**src/rtl/ropes_scheduler.sv**
```systemverilog
// rtl/ropes_scheduler.sv - round-robin launcher and per-frame extend/hold/retract sequencer for four ropes
// Optional feature macro: ROPE_GRAB_FREEZE_EN (grab[i] pauses rope i while in HOLD or RETRACT).
module ropes_scheduler #(
  parameter int LEN_W       = 8,
  parameter int MAX_LEN     = 200,
  parameter int STEP        = 2,
  parameter int HOLD_FRAMES = 60,
  parameter int GAP_FRAMES  = 30,
  parameter int MAX_ACTIVE  = 2
) (
  input  logic             clk,
  input  logic             resetN,
  input  logic             startOfFrame,
  input  logic             enable,
  input  logic [3:0]       grab,
  output logic [3:0]       ropeVisible,
  output logic [LEN_W-1:0] ropeLen0,
  output logic [LEN_W-1:0] ropeLen1,
  output logic [LEN_W-1:0] ropeLen2,
  output logic [LEN_W-1:0] ropeLen3,
  output logic [1:0]       nextRope,
  output logic             busy
);

  localparam int HW = $clog2(HOLD_FRAMES + 1);
  localparam int GW = $clog2(GAP_FRAMES + 1);

  localparam logic [1:0] ST_OFF     = 2'd0;
  localparam logic [1:0] ST_EXTEND  = 2'd1;
  localparam logic [1:0] ST_HOLD    = 2'd2;
  localparam logic [1:0] ST_RETRACT = 2'd3;

  localparam logic [LEN_W:0]  STEP_X    = (LEN_W+1)'(STEP);
  localparam logic [LEN_W:0]  MAX_X     = (LEN_W+1)'(MAX_LEN);
  localparam logic [HW-1:0]   HOLD_LAST = HW'(HOLD_FRAMES - 1);
  localparam logic [GW-1:0]   GAP_FULL  = GW'(GAP_FRAMES);
  localparam logic [2:0]      ACT_MAX   = 3'(MAX_ACTIVE);

`ifdef ROPE_GRAB_FREEZE_EN
  localparam bit GRAB_FREEZE = 1'b1;
`else
  localparam bit GRAB_FREEZE = 1'b0;
`endif

  logic [1:0]       rope_st  [4];
  logic [LEN_W-1:0] rope_len [4];
  logic [HW-1:0]    hold_cnt [4];
  logic [1:0]       st_nxt   [4];
  logic [LEN_W-1:0] len_nxt  [4];
  logic [HW-1:0]    hold_nxt [4];
  logic [LEN_W:0]   ext_sum  [4];

  logic [GW-1:0] gap_cnt, gap_nxt;
  logic [1:0]    next_rope, next_nxt;
  logic [2:0]    active_cnt;
  logic [3:0]    frz;
  logic          armed, tick, launch;

  // armed masks the first edge after reset release so a coincident frame pulse is dropped
  assign tick = startOfFrame & enable & armed;
  assign frz  = GRAB_FREEZE ? grab : 4'b0000;

  always_comb begin
    ropeVisible = 4'b0000;
    active_cnt  = 3'd0;
    for (int i = 0; i < 4; i++) begin
      ropeVisible[i] = (rope_st[i] != ST_OFF);
      active_cnt     = active_cnt + {2'b00, ropeVisible[i]};
    end
  end

  assign busy     = (active_cnt == ACT_MAX);
  assign nextRope = next_rope;
  assign ropeLen0 = rope_len[0];
  assign ropeLen1 = rope_len[1];
  assign ropeLen2 = rope_len[2];
  assign ropeLen3 = rope_len[3];

  // Launch arbitration works only on pre-tick state, so a rope retiring now cannot be relaunched.
  always_comb begin
    gap_nxt  = gap_cnt;
    next_nxt = next_rope;
    launch   = 1'b0;
    if (gap_cnt != GAP_FULL) begin
      gap_nxt = gap_cnt + 1'b1;
    end else if ((rope_st[next_rope] == ST_OFF) && (active_cnt < ACT_MAX)) begin
      launch   = 1'b1;
      gap_nxt  = '0;
      next_nxt = next_rope + 2'd1;
    end else if (rope_st[next_rope] != ST_OFF) begin
      next_nxt = next_rope + 2'd1;
    end
  end

  always_comb begin
    for (int i = 0; i < 4; i++) begin
      st_nxt[i]   = rope_st[i];
      len_nxt[i]  = rope_len[i];
      hold_nxt[i] = hold_cnt[i];
      ext_sum[i]  = {1'b0, rope_len[i]} + STEP_X;
      case (rope_st[i])
        ST_OFF: begin
          if (launch && (next_rope == 2'(i))) begin
            st_nxt[i]  = ST_EXTEND;
            len_nxt[i] = '0;
          end
        end
        ST_EXTEND: begin
          if (ext_sum[i] >= MAX_X) begin
            len_nxt[i]  = MAX_X[LEN_W-1:0];
            st_nxt[i]   = ST_HOLD;
            hold_nxt[i] = '0;
          end else begin
            len_nxt[i] = ext_sum[i][LEN_W-1:0];
          end
        end
        ST_HOLD: begin
          if (!frz[i]) begin
            if (hold_cnt[i] == HOLD_LAST) st_nxt[i] = ST_RETRACT;
            else                          hold_nxt[i] = hold_cnt[i] + 1'b1;
          end
        end
        default: begin
          if (!frz[i]) begin
            if ({1'b0, rope_len[i]} <= STEP_X) begin
              len_nxt[i] = '0;
              st_nxt[i]  = ST_OFF;
            end else begin
              len_nxt[i] = rope_len[i] - STEP_X[LEN_W-1:0];
            end
          end
        end
      endcase
    end
  end

  always_ff @(posedge clk or negedge resetN) begin
    if (!resetN) begin
      armed     <= 1'b0;
      gap_cnt   <= '0;
      next_rope <= 2'd0;
      for (int i = 0; i < 4; i++) begin
        rope_st[i]  <= ST_OFF;
        rope_len[i] <= '0;
        hold_cnt[i] <= '0;
      end
    end else begin
      armed <= 1'b1;
      if (tick) begin
        gap_cnt   <= gap_nxt;
        next_rope <= next_nxt;
        for (int i = 0; i < 4; i++) begin
          rope_st[i]  <= st_nxt[i];
          rope_len[i] <= len_nxt[i];
          hold_cnt[i] <= hold_nxt[i];
        end
      end
    end
  end

endmodule

```
**config.mk**
```make
export PLATFORM = sky130hd
export DESIGN_NAME = ropes_scheduler
export DESIGN_NICKNAME = d
export VERILOG_FILES = /design/src/rtl/ropes_scheduler.sv
export SDC_FILE = /design/constraint.sdc
export NUM_CORES = 1
export LEC_CHECK = 0
export BUFFER_PORTS_ARGS = -buffer_cell sky130_fd_sc_hd__buf_2
export CAP_MARGIN = 20
export CORE_UTILIZATION = 61
export DETAILED_ROUTE_END_ITERATION = 6
export PLACE_DENSITY = 0.9
export SYNTH_ARGS = -nofsm -noshare
export SYNTH_HDL_FRONTEND = slang
export SYNTH_SLANG_ARGS = --single-unit
```
**constraint.sdc**
```tcl
create_clock -name clk -period 3.6 [get_ports clk]
set_input_delay 0.36 -clock clk [delete_from_list [all_inputs] [get_ports clk]]
set_output_delay 0.36 -clock clk [all_outputs]
set_load 0.005 [all_outputs]
```
==> impl_metrics.yaml, run 1 <==
detailed_routing:
  drt-total-wl_microns: 12600
  viasPerCell: 6.61
  vias: 5087
  drc_errors: 0
  first_pass_iters: 5
  first_iter_violations: 344
  wl_per_cell_microns: 16.4
  ant_nets: 0
status:
  status: "finished clean"
power_and_ir_drop:
  p_switching_uw: 1330
  p_per_area_nw_per_um2: 531
  power.leakage_uw: 0.00254
  design_power_total_uw: 3040
  power_frac_seq: 0.374
  swShare: 0.436
  irDropWorstVdd_uv: 506
  power_frac_comb: 0.424
  internal_power_uw: 1720
  clkPwrFrac: 0.202
placement:
  place_inst: 755
  io_buffers: 38
  pre_cts_ws_ns: 0.266
  place_congestion: 1.02
  placed_area_sq_um: 5540
  hpwl_microns: 8710
finish:
  area_delta_synth_final_pct: 7.71
  fin_nets: 710
  layout-drive-gt1-share: 0.116
  final_cells: 770
  diodes: 0
  final_area_sq_um: 5730
timing:
  finalSetupTns_ns: 0
  rsz0062_at_grt: "false"
  fin_skew_ns: 0.0106
  worst_slack_ns: 0.290
  hold_violations: 0
  relSlewSlack: 0.385
  worst_slew_pin_slew_ns: 0.923
  slew_violations: 0
  setup_viol: 0
  fmax_mhz: 302
  timing.final.crit_share: 0.920
  finalWorstPathRequiredPeriod_ns: 3.31
critical_path:
  reg2reg_to: "ropeLen3[4]$_DFFE_PN0P_"
  cp.required_ns: 3.82
  endpoint_kind: "flip-flop"
  critPathArrivalTime_ns: 3.53
  crit_start: "rope_st[6]$_DFFE_PN0P_"
  reg2reg_slack_ns: 0.29
  critPathMaxFanout: 10
  endpoint: "ropeLen3[4]$_DFFE_PN0P_"
  reg2regPathDepth: 11
  worstReg2RegStart: "rope_st[6]$_DFFE_PN0P_"
  path_class: "flip-flop to flip-flop"
  cp-start-kind: "flip-flop"
synth:
  synth_common_cells: "68 x dfrtp_1, 54 x o21ai_0, 47 x nor2_1, 46 x nand2_1, 45 x inv_1"
  synthArstFlopShare: 1.00
  yosys_warnings: 0
  ys_top_cells_by_area: "dfrtp_1 32%, ha_1 9.4%, o21ai_0 5.1%"
  synth_top_area_share: 0.320
  syn_area_sq_um: 5320
  synth_edf_count: 0
  synth_top_area_cell: "dfrtp_1"
  ys.flop_type: "dfrtp_1"
  synth.distinct_cells: 79
  synth_area_per_cell_sq_um: 8.29
  synth_seq_cells: 68
  postSynthCellCount: 642
  yosysMostFrequentCell: "dfrtp_1"
  synth_seq_area_share: 0.320
global_route:
  antenna_found_initial: 0
  globalRoute.busiestLayer: "met2"
  grt_max_degree: 37
  groute.usage.overall: 0.286
  grt_pass1_vias: 4535
  met1_usage: 0.382
  overflow: 0
  grt_pass1_wl_microns: 20700
  met3_usage: 0.0550
  groute.layer.met2.usage: 0.466
floorplan:
  die_height_microns: 95.4
  start_util: 0.638
  rows: 33
  die_area_sq_um: 9100
  die_w_microns: 95.4
  core_sq_um: 8340
  boundaryPins: 47
clock_network:
  cts_hold_buf: 0
  cts_tree: "yes"
  clock_sink_count: 68
  clock_latency_ns: 0.35
  clock-root-buffer: "clkbuf_8"
  cts-buffers-inserted: 9
  clk_pin_slew_worst_paths_ns: 0.07
  postCtsResizedCells: 0
  htree_levels: 3
  clockBufferDepth: 2
  post_cts_buffers: 0
worst_hold_path:
  min_path_type: "input pin to async pin"
flow_run:
  drv_cap: 0
-- placed cells by master, fill, tap and decap left out, types with 9 or more instances in the layout --
master,count
a21oi_1,28
a31oi_1,10
and2_1,9
and3_1,15
buf_2,38
clkbuf_8,13
dfrtp_1,68
ha_1,40
inv_1,45
nand2_1,46
nand3_1,39
nand4_1,9
nor2_1,47
nor3_1,21
o21ai_0,54
-- metrics by stage --
stage                util  hold WS, ns
floorplan               -       0.0644
global placement    0.664        0.490
detailed placement  0.664        0.504
CTS                 0.687        0.150
global route        0.687        0.196
finish              0.687        0.129
-- sequential cells by signal (all words and copies together), names as in the netlist --
signal / count
armed: 1
ropeLen0: 7
gap_cnt: 5
nextRope: 2
ropeLen1: 7
ropeLen3: 7
hold_cnt: 24
ropeLen2: 7
rope_st: 8
-- final cells by class --
type | instances | area (sq um)
clock inverters | 1 | 5.00
inverters | 46 | 173
clock buffers | 14 | 183
flip-flops and latches | 68 | 1700
well taps | 105 | 131
multi-input cells | 492 | 3290
repair buffers | 44 | 248
fillers | 650 | 2610
-- critical path: stages (launching register included) --
cell and delay [ns]:
dfrtp_1 0.40, inv_1 0.10, ha_1 0.30, fa_1 0.56, inv_1 0.04, ha_1 0.20, inv_1 0.06, ha_1 0.26
a41oi_1 0.27, or3_1 0.52, a2111oi_0 0.39, a21oi_1 0.08
-- kinds of logic after synthesis --
logic type | Yosys count | synth area share
compound gates | 200 | 0.261
xor+xnor | 5 | 0.00964
fa+ha+maj | 41 | 0.0978
buf+inv | 85 | 0.0642
flops | 68 | 0.320
mux | 12 | 0.0259
other cells | 2 | 0.00141
simple gates | 229 | 0.220
-- per-layer routing --
metal	routed length, microns	share of wire
met2	6080	0.48
met4	165	0.013
met5	0	0
met3	847	0.067
met1	5530	0.44
-- worst min path at each step --
stage,startpoint,endpoint,slack (ns),cells after the start
2_1_floorplan,resetN,armed$_DFF_PN0_,0.06,0
3_3_place_gp,hold_cnt[19]$_DFFE_PN0P_,hold_cnt[19]$_DFFE_PN0P_,0.49,2
3_5_place_dp,hold_cnt[4]$_DFFE_PN0P_,hold_cnt[4]$_DFFE_PN0P_,0.50,1
4_1_cts,resetN,ropeLen3[4]$_DFFE_PN0P_,0.15,1
5_1_grt,resetN,ropeLen3[3]$_DFFE_PN0P_,0.20,1
6_report,resetN,ropeLen3[4]$_DFFE_PN0P_,0.13,1
-- power by group through the flow --
stage	sequential (uW)	combinational, uW	clock [uW]
finish	1140	1290	613
detailed placement	1140	1270	0
global route	1170	1440	654
floorplan	1030	1020	0
global placement	1130	1210	0
CTS	1130	1270	619
Power figures use the tool's default switching activity.
==> run 2, diff against run 1 <==
PLACE_DENSITY = 0.85   (was 0.9)
==> run 2 against run 1 <==
- clock skew grew 0.00062 ns
- maximum frequency shrank 1.3%
- sequential power is essentially flat
- flip-flop and latch count is the same
- register-to-register slack lost 0.04 ns
- die area is the same
- via count shrank 0.55%
- total power grew 2.4%
- clock power grew 13%
- routed wire length shrank 0.92%
- cell area grew 0.48%
- critical endpoint unchanged
- largest power group unchanged
==> impl_metrics.yaml, run 2 (synthesized netlist as in run 1, its figures left out) <==
timing:
  finalWorstPathRequiredPeriod_ns: 3.35
  fmax_mhz: 298
  timing.final.crit_share: 0.931
  hold_violations: 0
  finalSetupTns_ns: 0
  setup_viol: 0
  worst_slew_pin_slew_ns: 0.980
  rsz0062_at_grt: "false"
  fin_skew_ns: 0.0112
  relSlewSlack: 0.347
  slew_violations: 0
  fin_hold_ws_ns: 0.169
global_route:
  grt_max_degree: 44
  antenna_found_initial: 0
  groute.usage.overall: 0.288
  grt_pass1_vias: 4544
  overflow: 0
  grt_pass1_wl_microns: 20900
detailed_routing:
  wl_per_cell_microns: 16.2
  ant_nets: 0
  first_pass_iters: 5
  viasPerCell: 6.55
  first_iter_violations: 320
  drc_errors: 0
  vias: 5059
  drt-total-wl_microns: 12500
clock_network:
  cts_tree: "yes"
  clock_latency_ns: 0.35
  post_cts_buffers: 0
  cts_hold_buf: 0
  clock_sink_count: 68
  clk_pin_slew_worst_paths_ns: 0.08
  postCtsResizedCells: 0
  cts-buffers-inserted: 9
  clock-root-buffer: "clkbuf_8"
  htree_levels: 3
  clockBufferDepth: 2
worst_hold_path:
  min_path_type: "input pin to async pin"
critical_path:
  endpoint_kind: "flip-flop"
  cp.required_ns: 3.82
  cp-start-kind: "flip-flop"
  path_class: "flip-flop to flip-flop"
  critPathArrivalTime_ns: 3.57
  critPathMaxFanout: 10
placement:
  place_congestion: 0.939
  hpwl_microns: 8840
  io_buffers: 38
  placed_area_sq_um: 5540
finish:
  diodes: 0
  final_area_sq_um: 5760
  fin_nets: 711
  largest_reg_flops: 24
  final_util: 0.690
  mostFrequentLayoutCells: "68 x dfrtp_1, 54 x o21ai_0, 47 x nor2_1"
  top_register: "hold_cnt"
  reg_top3: "hold_cnt x24, rope_st x8"
  final_common_cell: "dfrtp_1"
  layout-drive-gt1-share: 0.121
  area_delta_synth_final_pct: 8.23
flow_run:
  drv_cap: 0
floorplan:
  die_w_microns: 95.4
  start_util: 0.638
  rows: 33
  die_height_microns: 95.4
  die_area_sq_um: 9100
  boundaryPins: 47
  core_sq_um: 8340
power_and_ir_drop:
  p_per_area_nw_per_um2: 541
  power.leakage_uw: 0.00256
  irDropWorstVdd_uv: 410
  design_power_total_uw: 3120
status:
  status: "finished clean"
==> run 2: cell types whose count changed in the layout (fill, tap and decap cells not counted), sizes merged <==
| cell | change |
|---|---|
| clkbuf | -5 |
| buf | +1 |
| clkinv | +3 |
| clkinvlp | +1 |
| bufinv | +2 |
==> run 2: power breakdown <==
group / leakage [uW] / switching (uW) / internal, uW
Combinational: 0.00159 / 789 / 505
Clock: 0.000109 / 306 / 387
Sequential: 0.000857 / 239 / 891
Total: 0.00256 / 1330 / 1780
==> run 2: cell type report <==
class / count / area (sq um)
clock buffers: 9 / 124
clock inverters: 7 / 91.3
fillers: 692 / 2580
inverters: 46 / 173
multi-input cells: 492 / 3290
flip-flops and latches: 68 / 1700
well taps: 105 / 131
repair buffers: 45 / 243
==> run 2: critical path, cell delays in order, from the launching register on <==
cell,delay [ns]
dfrtp_1,0.40
inv_1,0.10
ha_1,0.31
fa_1,0.56
inv_1,0.04
ha_1,0.19
inv_1,0.06
ha_1,0.28
a41oi_1,0.27
or3_1,0.52
a2111oi_0,0.40
a21oi_1,0.08
==> run 2: through the flow <==
step           cells  setup WS, ns
2_1_floorplan    645         0.659
3_3_place_gp     756         0.420
3_5_place_dp     756         0.213
4_1_cts          772         0.118
5_1_grt          772        0.0469
6_report         772         0.248
==> run 2: worst paths after layout <==
kind,startpoint,endpoint,slack (ns),cells after the start
worst max-delay path,rope_st[6]$_DFFE_PN0P_,ropeLen3[4]$_DFFE_PN0P_,0.25,11
worst max register to register,rope_st[6]$_DFFE_PN0P_,ropeLen3[4]$_DFFE_PN0P_,0.25,11
worst min-delay path,resetN,gap_cnt[0]$_DFFE_PN0P_,0.17,1
worst min register to register,gap_cnt[4]$_DFFE_PN0P_,gap_cnt[4]$_DFFE_PN0P_,0.51,1
min in group clk,gap_cnt[4]$_DFFE_PN0P_,gap_cnt[4]$_DFFE_PN0P_,0.51,1
max in group asynchronous,resetN,ropeLen3[4]$_DFFE_PN0P_,2.68,2
==> run 2: layer usage <==
metal	global-route usage	vias to the layer above	part of all wire
li1	-	2421	-
met1	0.401	2412	0.45
met2	0.452	206	0.47
met3	0.0455	20	0.067
met4	0.108	0	0.013
met5	0	-	0
==> run 3, diff against run 2 <==
CORE_UTILIZATION = 55   (was 61)
PLACE_DENSITY = 0.81   (was 0.85)
clock period = 2.8 ns   (was 3.6 ns; I/O delays follow)
==> run 3 against run 2 <==
- flip-flop and latch count stayed put
- combinational power up 59%
- hold slack improved by 0.34 ns
- largest power group unchanged
==> impl_metrics.yaml, run 3 (synthesized netlist as in run 1, its figures left out) <==
clock_network:
  clock_latency_ns: 0.36
  htree_levels: 3
  clockBufferDepth: 2
  clk_pin_slew_worst_paths_ns: 0.08
  clock_sink_count: 68
  cts-buffers-inserted: 9
  clock-root-buffer: "clkbuf_8"
  cts_tree: "yes"
floorplan:
  die_w_microns: 100
  core_sq_um: 9280
  boundaryPins: 47
  start_util: 0.573
  die_area_sq_um: 10100
  rows: 35
  die_height_microns: 100
power_and_ir_drop:
  power_frac_comb: 0.478
  irDropWorstVdd_uv: 742
  power.leakage_uw: 0.00271
  p_switching_uw: 1850
  swShare: 0.431
  power_frac_seq: 0.321
  clkPwrFrac: 0.201
  p_per_area_nw_per_um2: 702
  internal_power_uw: 2440
detailed_routing:
  viasPerCell: 6.22
  drc_errors: 0
  vias: 5149
  first_iter_violations: 214
  first_pass_iters: 4
  wl_per_cell_microns: 15.6
  ant_nets: 0
  drt-total-wl_microns: 12900
finish:
  largest_reg_flops: 24
  top_register: "hold_cnt"
  layout-drive-gt1-share: 0.176
  final_util: 0.657
  diodes: 0
  mostFrequentLayoutCells: "68 x dfrtp_1, 52 x o21ai_0, 47 x nor2_1"
  reg_top3: "hold_cnt x24, rope_st x8"
  final_common_cell: "dfrtp_1"
  area_delta_synth_final_pct: 14.6
  fin_nets: 743
  final_cells: 828
flow_run:
  drv_cap: 0
placement:
  place_inst: 809
  place_congestion: 0.957
  hpwl_microns: 9460
  io_buffers: 38
  pre_cts_ws_ns: -0.0168
global_route:
  grt_pass1_wl_microns: 22100
  overflow: 0
  grt_max_degree: 39
  grt_pass1_vias: 4824
  antenna_found_initial: 0
  groute.usage.overall: 0.270
timing:
  finalWorstPathRequiredPeriod_ns: 2.70
  slew_violations: 0
  fmax_mhz: 370
  timing.final.crit_share: 0.964
  hold_violations: 0
  worst_slew_pin_slew_ns: 0.716
  fin_skew_ns: 0.0117
  setup_viol: 0
  relSlewSlack: 0.523
  worst_slack_ns: 0.101
critical_path:
  cp.required_ns: 2.52
  critPathArrivalTime_ns: 2.42
  critPathMaxFanout: 2
  cp-start-kind: "flip-flop"
  endpoint_kind: "output pin"
  path_class: "flip-flop to output pin"
worst_hold_path:
  min_path_type: "input pin to async pin"
status:
  status: "finished clean"
run 3: changes by cell type in the layout (fill, tap and decap cells not counted), moves of 3 or more:
cell / before / now
buf_4: 7 / 37
clkinv_2: 3 / 0
ha_1: 40 / 35
ha_2: 0 / 4
run 3: per-stage QoR:
stage	hold WS, ns	area, sq um	power (uW)	TNS, ns
floorplan	-0.0156	5350	2660	0
CTS	0.507	6060	4220	0
detailed placement	0.379	5820	3350	-0.0252
global placement	0.372	5820	3260	0
finish	0.513	6100	4280	0
global route	0.545	6100	4600	-0.114
run 3: repair_timing:
action                                  CTS  global route
endpoints found under the hold margin    15             0
pin swaps                                 1             2
gates resized for setup                   2            10
hold buffers                              1             0
endpoints found under the setup margin    2            30
setup buffers                             0             2
run 3: final cells by class:
type                       instances  area [sq um]
fill                             794          3190
sequential                        68          1700
timing repair buffer              77           498
tap                              129           161
clock buffer                      10           138
clock inverter                     6          71.3
inverter                          46           173
multi-input combinational        492          3360
run 3: worst max-delay path, stage by stage, from the launching register on:
cell and delay, ns:
dfrtp_1 0.35, inv_1 0.06, ha_2 0.20, fa_1 0.52, inv_1 0.04, ha_2 0.18
ha_1 0.26, nor3b_1 0.27, buf_2 0.18
run 3: path summary, 6_finish.rpt:
| path | startpoint | endpoint | slack (ns) | depth (start not counted) |
|---|---|---|---|---|
| setup reg to reg | rope_st[6]$_DFFE_PN0P_ | ropeLen0[3]$_DFFE_PN0P_ | 0.14 | 11 |
| max in group asynchronous | resetN | gap_cnt[0]$_DFFE_PN0P_ | 1.63 | 3 |
| hold / removal | resetN | ropeLen2[3]$_DFFE_PN0P_ | 0.51 | 2 |
| setup / recovery | rope_st[6]$_DFFE_PN0P_ | busy | 0.10 | 8 |
| min in group clk | hold_cnt[4]$_DFFE_PN0P_ | hold_cnt[4]$_DFFE_PN0P_ | 0.51 | 1 |
| hold reg to reg | hold_cnt[4]$_DFFE_PN0P_ | hold_cnt[4]$_DFFE_PN0P_ | 0.51 | 1 |
run 3: power groups by stage:
stage | clock [uW] | sequential, uW | combinational (uW)
after detailed placement | 0 | 1380 | 1970
final | 859 | 1380 | 2050
after floorplan | 0 | 1330 | 1330
after global routing | 915 | 1400 | 2280
after global placement | 0 | 1370 | 1890
after CTS | 872 | 1360 | 1990
run 3: metal layers:
layer,wire [microns],vias to the layer above,track usage,part of all wire
li1,-,2481,-,-
met1,5800,2490,0.350,0.45
met2,6270,153,0.453,0.49
met3,613,25,0.0397,0.047
met4,239,0,0.113,0.018
met5,0,-,0,0
